$ cat src/rtl/uart_tx_port.sv
// Memory-mapped 8N1 UART transmitter for the 6502 bus.
// Bytes written to BASE_ADDR are queued in a small FIFO and shifted out
// LSB first; BASE_ADDR+1 is a read-only status register whose overflow
// flag can be cleared by writing 1 to bit 2.
module uart_tx_port #(
   parameter int          CLKS_PER_BIT = 16,
   parameter int          FIFO_DEPTH   = 4,
   parameter logic [15:0] BASE_ADDR    = 16'hF010
) (
   input  logic        clock,
   input  logic        reset,
   input  logic [15:0] address,
   input  logic        write_en,
   input  logic [7:0]  data_in,
   output logic [7:0]  data_out,
   output logic        sel,
   output logic        tx
);

   localparam int CW = (CLKS_PER_BIT > 1) ? $clog2(CLKS_PER_BIT) : 1;
   localparam int PW = (FIFO_DEPTH > 1) ? $clog2(FIFO_DEPTH) : 1;

   localparam logic [CW-1:0] CLK_LAST    = CW'(CLKS_PER_BIT - 1);
   localparam logic [PW-1:0] PTR_LAST    = PW'(FIFO_DEPTH - 1);
   localparam logic [2:0]    DEPTH_C     = 3'(FIFO_DEPTH);
   localparam logic [15:0]   STATUS_ADDR = BASE_ADDR + 16'd1;

   typedef enum logic [1:0] {
      S_IDLE,
      S_START,
      S_DATA,
      S_STOP
   } state_e;

   state_e          state_q, state_d;
   logic [CW-1:0]   clk_cnt_q, clk_cnt_d;
   logic [2:0]      bit_idx_q, bit_idx_d;
   logic [7:0]      shift_q, shift_d;
   logic [7:0]      mem_q [FIFO_DEPTH];
   logic [PW-1:0]   rd_ptr_q, rd_ptr_d;
   logic [PW-1:0]   wr_ptr_q, wr_ptr_d;
   logic [2:0]      count_q, count_d;
   logic            overflow_q, overflow_d;

   logic            push_req;
   logic            push_acc;
   logic            pop;
   logic            drop;
   logic            ovf_clr;
   logic            clk_last;
   logic [7:0]      status;

   // Bus decode: a push may use the slot freed by a pop at the same edge.
   always_comb begin
      push_req = write_en && (address == BASE_ADDR);
      pop      = (state_q == S_IDLE) && (count_q != 3'd0);
      push_acc = push_req && ((count_q < DEPTH_C) || pop);
      drop     = push_req && !push_acc;
      ovf_clr  = write_en && (address == STATUS_ADDR) && data_in[2];
   end

   // FIFO bookkeeping and sticky overflow; a drop at the same edge beats a clear.
   always_comb begin
      rd_ptr_d   = rd_ptr_q;
      wr_ptr_d   = wr_ptr_q;
      count_d    = count_q;
      overflow_d = overflow_q;
      if (pop) begin
         rd_ptr_d = (rd_ptr_q == PTR_LAST) ? '0 : rd_ptr_q + 1'b1;
      end
      if (push_acc) begin
         wr_ptr_d = (wr_ptr_q == PTR_LAST) ? '0 : wr_ptr_q + 1'b1;
      end
      case ({push_acc, pop})
         2'b10:   count_d = count_q + 3'd1;
         2'b01:   count_d = count_q - 3'd1;
         default: count_d = count_q;
      endcase
      if (drop) begin
         overflow_d = 1'b1;
      end else if (ovf_clr) begin
         overflow_d = 1'b0;
      end
   end

   // FIFO storage write port.
   // NOTE: the data array has no reset; the pointers and count alone decide
   // which entries are valid, so clearing the storage would buy nothing.
   always_ff @(posedge clock) begin
      if (push_acc) begin
         mem_q[wr_ptr_q] <= data_in;
      end
   end

   // Transmit FSM next state: each of START, 8 DATA bits and STOP lasts CLKS_PER_BIT cycles.
   always_comb begin
      state_d   = state_q;
      clk_cnt_d = clk_cnt_q;
      bit_idx_d = bit_idx_q;
      shift_d   = shift_q;
      clk_last  = (clk_cnt_q == CLK_LAST);
      case (state_q)
         S_IDLE: begin
            if (pop) begin
               state_d   = S_START;
               clk_cnt_d = '0;
               shift_d   = mem_q[rd_ptr_q];
            end
         end
         S_START: begin
            if (clk_last) begin
               state_d   = S_DATA;
               clk_cnt_d = '0;
               bit_idx_d = 3'd0;
            end else begin
               clk_cnt_d = clk_cnt_q + 1'b1;
            end
         end
         S_DATA: begin
            if (clk_last) begin
               clk_cnt_d = '0;
               shift_d   = {1'b0, shift_q[7:1]};
               if (bit_idx_q == 3'd7) begin
                  state_d = S_STOP;
               end else begin
                  bit_idx_d = bit_idx_q + 3'd1;
               end
            end else begin
               clk_cnt_d = clk_cnt_q + 1'b1;
            end
         end
         S_STOP: begin
            if (clk_last) begin
               state_d   = S_IDLE;
               clk_cnt_d = '0;
            end else begin
               clk_cnt_d = clk_cnt_q + 1'b1;
            end
         end
         default: begin
            state_d   = S_IDLE;
            clk_cnt_d = '0;
         end
      endcase
   end

   // State registers with synchronous reset; a reset mid-frame abandons the frame.
   // NOTE: non-blocking assignments here so every register samples the
   // pre-edge value of the others, independent of statement order.
   always_ff @(posedge clock) begin
      if (reset) begin
         state_q    <= S_IDLE;
         clk_cnt_q  <= '0;
         bit_idx_q  <= 3'd0;
         shift_q    <= 8'h00;
         rd_ptr_q   <= '0;
         wr_ptr_q   <= '0;
         count_q    <= 3'd0;
         overflow_q <= 1'b0;
      end else begin
         state_q    <= state_d;
         clk_cnt_q  <= clk_cnt_d;
         bit_idx_q  <= bit_idx_d;
         shift_q    <= shift_d;
         rd_ptr_q   <= rd_ptr_d;
         wr_ptr_q   <= wr_ptr_d;
         count_q    <= count_d;
         overflow_q <= overflow_d;
      end
   end

   // Serial line level and status read mux, both decoded from registered state.
   always_comb begin
      case (state_q)
         S_START: tx = 1'b0;
         S_DATA:  tx = shift_q[0];
         default: tx = 1'b1;
      endcase
      status = {1'b0, count_q, 1'b0, overflow_q,
                (count_q == 3'd0) && (state_q == S_IDLE),
                count_q < DEPTH_C};
      sel      = (address == STATUS_ADDR) && !write_en;
      data_out = sel ? status : 8'h00;
   end

endmodule
$ cat config.mk
export PLATFORM = sky130hd
export DESIGN_NAME = uart_tx_port
export DESIGN_NICKNAME = d
export VERILOG_FILES = /design/src/rtl/uart_tx_port.sv
export SDC_FILE = /design/constraint.sdc
export NUM_CORES = 1
export LEC_CHECK = 0
export CAP_MARGIN = 20
export CELL_PAD_IN_SITES_DETAIL_PLACEMENT = 1
export CELL_PAD_IN_SITES_GLOBAL_PLACEMENT = 1
export CORE_MARGIN = 10
export CORE_UTILIZATION = 44
export DETAILED_ROUTE_END_ITERATION = 10
export MAX_ROUTING_LAYER = met4
export PLACE_DENSITY = 0.9
export SLEW_MARGIN = 40
export SYNTH_ARGS = -nofsm -noshare
export SYNTH_HDL_FRONTEND = slang
export SYNTH_SLANG_ARGS = --single-unit
export TNS_END_PERCENT = 20
$ cat constraint.sdc
create_clock -name clock -period 4.55 [get_ports clock]
set_clock_uncertainty 0.05 [all_clocks]
set_input_delay 1.365 -clock clock [delete_from_list [all_inputs] [get_ports clock]]
set_output_delay 1.365 -clock clock [all_outputs]
set_load 0.02 [all_outputs]
* Word-level counts from Yosys, hierarchy flattened *
Memory sizes are Yosys's and may differ from the RTL's. A register that Yosys moved wholly into a read port is not among the register bits.
Index checks and enable logic that the tools add are counted.

word-level totals
  word-level logic and storage cells = 82
  register bits = 25
  memories = 1
  output and inout bits = 10
  input port bits = 27
  memory bits (writable) = 32

cells by class
  magnitude comparators = 1
  $add $sub $neg = 6
  equality and inequality tests = 17
  mux-type cells = 27
  reductions and logical operators = 22

memory list
  name   words  bits a word  rd ports  clocked after Yosys merged registers in  wr ports  RTL line  text
  mem_q  4      8            1         1                                        1         39        logic [7:0] mem_q [FIFO_DEPTH];

operators with widths
  kind                                            number
  == test 16 bit (second input constant)          2
  two-way mux 2 bit                               9
  two-way mux 8 bit                               2
  case mux 8 bit (2 select lines)                 1
  != test 2 bit (second input constant)           6
  case mux 3 bit (2 select lines)                 2
  == test 2 bit (second input constant)           5
  two-way mux 3 bit                               3
  logical AND 1 bit                               8
  two-way mux 4 bit                               2
  case mux 2 bit (4 select lines)                 1
  case mux 4 bit (2 select lines)                 1
  nonzero test 2 bit                              4
  two-way mux 7 bit                               1
  adder 3 x 1 -> 3 bit (second input constant)    2
  AND reduction 5 bit                             1
  adder 2 x 1 -> 2 bit (second input constant)    2
  adder 4 x 1 -> 4 bit (second input constant)    1
  == test 2 x 1 -> 1 bit (second input constant)  2
  == test 4 bit (second input constant)           1
  two-way mux 1 bit                               4
  AND reduction 4 bit                             1
  == test 3 bit (second input constant)           1
  logical NOT 3 bit                               1
  9 further kinds                                 10

* Logic depth before layout (Yosys ltp) *
  depth in word-level cells = 7
  mapped depth = 11
  mapped depth without buffers = 11

* Least setup slack after synthesis *
OpenSTA, ideal clock, no wires.

  kind = input-to-output
  from = input port address[8]
  to = output port data_out[0]
  buffers on the path = 1
  data required time = 3.135 ns
  cell stages on the path = 5
  path slack = 0.250 ns
  data arrival time = 2.885 ns
  path through = or4b_4 > nor3_2 > and4_1 > buf_2 > nor2b_1

on the way
  cells in the longest elaborated chain, start to end = 3

RTL lines
  element            RTL line  text
  from (decl)        12        input logic [15:0] address,
  == test 16 bit     182       sel = (address == STATUS_ADDR) && !write_en;
  logical AND 1 bit  182
  net sel            16        output logic sel,
  two-way mux 7 bit  183       data_out = sel ? status : 8'h00;
  to (decl)          15        output logic [7:0] data_out,

The timed path passes the listed nets, and every way through them passes these cells.

* Worst setup path after layout *
  from = input port address[8]
  to = output port data_out[2]

on the way
  cells in the longest elaborated chain, start to end = 3

RTL lines
  element            RTL line
  == test 16 bit     182
  logical AND 1 bit  182
  two-way mux 7 bit  183

Every way passes these cells.

==> impl_metrics.csv <==
group,metric,value,unit
status,outcome,"complete, no violations",
clock_tree,cts.reportedPaths.clkPinSlew,70,ps
place,post_dp_cell_area,0.003206,mm2
synth,yosysSeqAreaShare,54.10,%
routing,avgRoutedWirePerCell,19.44,um
global_route,grt_pass1_vias,2230,
die,dieArea,0.009883,mm2
synth,synth-main-ff-cell,"edfxtp_1",
synth,synth_edf_count,32,
synth,yosysTopAreaCellShare,34.63,%
critical_path,critPathCaptureType,"output port",
sta,drv_slew,0,
sta,fin_ws,19.40,ps
final_layout,n_fill_cell,613,
final_layout,syn_to_final_growth,23.67,%
power,ir_drop,0.0002040,V
critical_path,path_class,"input port to output port",
clock_tree,cts_buffers,9,
die,start_util,46.05,%
final_layout,antennaDiodeCount,0,
routing,drt_wl_total,6686,um
synth,yosysTopAreaCell,"edfxtp_1",
die,row_count,28,
critical_path,cp-start-kind,"input port",
sta,period_share,99.57,%
synth,syn-cell-area,0.002775,mm2
clock_tree,cts_tree,"done",
global_route,grt_max_degree,20,
sta,rsz0062_at_grt,"true",
routing,drtAntennaViolNets,0,
synth,async_reset_ff_share,0,%
power,powerDensity,392.9,mW/mm2
place,portBuffers,34,
critical_path,cp_max_fo,7,
sta,fin_crit,4531,ps
global_route,grt_pass1_wl,11330,um
global_route,grt_overflow,0,
global_route,antenna_found_initial,0,
final_layout,utilization,56.96,%
global_route,grt_util_all_layers,14.81,%
routing,dr_total_vias,1940,
routing,drtIter0Drc,100,
sta,setup_violations,0,
place,routabilityCongestion,0.8190,
clock_tree,clock_tree.buffer_depth,2,
final_layout,nNetsFinal,306,
final_layout,drive_above_1_share,17.10,%
clock_tree,htreeDepth,3,
die,chipHeight,99.42,um
place,hpwl,4751,um
clock_tree,clock-sinks,59,
power,power.leakage,1.239,nW
min_path,hold_path_class,"flip-flop to flip-flop",
die,io_pins,37,
die,coreArea,0.006026,mm2
place,numPlacedInstances,328,
synth,postSynthAreaPerCell,12.39,um2
final_layout,fin_cells,344,
sta,hold_viol_final,0,
final_layout,stdcell_area,0.003432,mm2
routing,firstDrtPassIters,4,
clock_tree,post_cts_buffers,0,
synth,synth_area_leaders,"edfxtp_1 (35%), dfxtp_1 (19%), mux4_2 (6.5%)",
sta,worstMarginPinSlew,732.6,ps
sta,slew-limit-headroom,51.01,%
critical_path,worstPathRequired,3130,ps
synth,synth_warnings,0,
clock_tree,cts-root-buf,"clkbuf_8",
run,max-cap-violations,0,
sta,fmax,220.7,MHz
routing,viasPerCell,5.640,
critical_path,worstPathArrival,3120,ps
synth,ys_seq_elements,59,
place,pre_cts_ws,-519.4,ps
synth,syn_inst,224,
die,die_x,99.42,um
routing,drt_drc_violations_left,0,
synth,synth.distinct_cells,46,
clock_tree,clk_latency,340,ps
report_power, final:
| group | internal, W | switching (W) | leakage [nW] |
|---|---|---|---|
| Clock | 0.000324 | 0.000207 | 0.111 |
| Sequential | 0.000592 | 0.0000191 | 0.505 |
| Combinational | 0.0000889 | 0.000117 | 0.623 |
cell families (layout without fill, tap and decap cells):
kind of cell / count (synthesis) / after routing / synth area share (%)
and+or+nand+nor: 73 / 73 / 15.87
DFF: 59 / 59 / 54.10
AOI/OAI and AO/OA: 32 / 32 / 7.574
muxes: 22 / 22 / 11.54
buffers and inverters: 20 / 64 / 3.111
adders and majority gates: 15 / 15 / 7.033
xor gates and xnor gates: 2 / 2 / 0.6313
other: 1 / 2 / 0.1351
worst paths after layout:
check | from | to | slack [ps] | depth (start not counted)
max reg2reg | state_q[0] | count_q[2] | 1540 | 11
min | shift_q[0] | shift_q[0] | 450 | 2
min reg2reg | shift_q[0] | shift_q[0] | 450 | 2
max | address[8] | data_out[2] | 20 | 6
registers in the layout (all words and copies together) (netlist names), named ones only:
signal,flops
state_q,2
rd_ptr_q,2
bit_idx_q,3
count_q,3
overflow_q,1
mem_q,32
clk_cnt_q,4
wr_ptr_q,2
shift_q,8
worst max-delay path, cell delays in order:
cell and delay [ps]:
clkdlybuf4s50_1 400, or4b_4 560, nor3_4 210, and4_4 280
and2_1 150, buf_4 140
cell type report:
cell class,instances,area [um2],share of cell area (%)
well taps,75,93.84,2.734
clock buffers,12,145.1,4.229
repair buffers,40,376.6,10.97
clock inverters,4,73.82,2.151
inverters,8,30.03,0.8750
multi-input cells,146,1211,35.29
flip-flops and latches,59,1501,43.75
placed cells by master (no fill, tap or decap), types with 2 or more instances in the layout:
cell type        instances
nand2_1                  2
conb_1                   2
nand3b_1                 2
nor3_1                   2
o21ai_0                  5
clkbuf_1                 2
bufinv_16                2
dfxtp_1                 27
nand4_1                  3
mux2i_1                 14
a21oi_1                  8
edfxtp_1                32
nor3b_1                  2
clkbuf_8                10
o31ai_1                  4
nand2b_1                 4
nor2_1                  22
and3_1                   2
or4b_4                   2
buf_6                    3
inv_1                    8
buf_4                    9
nand3_1                  4
nor2b_1                  2
nor4b_1                  2
and2_1                  11
ha_1                    14
or2_2                    2
nor3_4                   2
mux4_2                   8
clkdlybuf4s50_1         27
a211oi_1                 9
layer usage:
metal / routed length (um) / up-vias / track usage [%]
met5: 0 / - / -
met4: 160 / 0 / 4.741
met3: 360 / 16 / 5.190
met2: 3509 / 61 / 24.90
met1: 2656 / 952 / 16.02
li1: - / 911 / -
repair_timing:
item | in CTS | in global routing
hold buffers | 0 | 0
endpoints found under the setup margin | 7 | 7
gates resized for setup | 34 | 7
hold endpoints to repair | 0 | 0
pin swaps | 1 | 1
through the flow:
step            power, W  hold slack (ps)  setup TNS [ps]
2_1_floorplan  0.0007481            399.3               0
3_3_place_gp   0.0008098            415.8           -2954
3_5_place_dp   0.0008275            444.7           -3305
4_1_cts         0.001360            459.6          -15.31
5_1_grt         0.001418            494.1          -185.6
6_report        0.001349            453.0               0
synthesized netlist by cell type, types with 4 or more instances:
library cell  instances
mux2i_1              14
dfxtp_1              27
a21oi_1               9
o31ai_1               4
a211oi_1              9
o21ai_0               5
nand3_1               4
and2_1               11
mux4_2                8
edfxtp_1             32
nand2b_1              4
inv_1                 8
ha_1                 14
clkbuf_1              7
nor2_1               22
(Power assumes the default switching activity.)
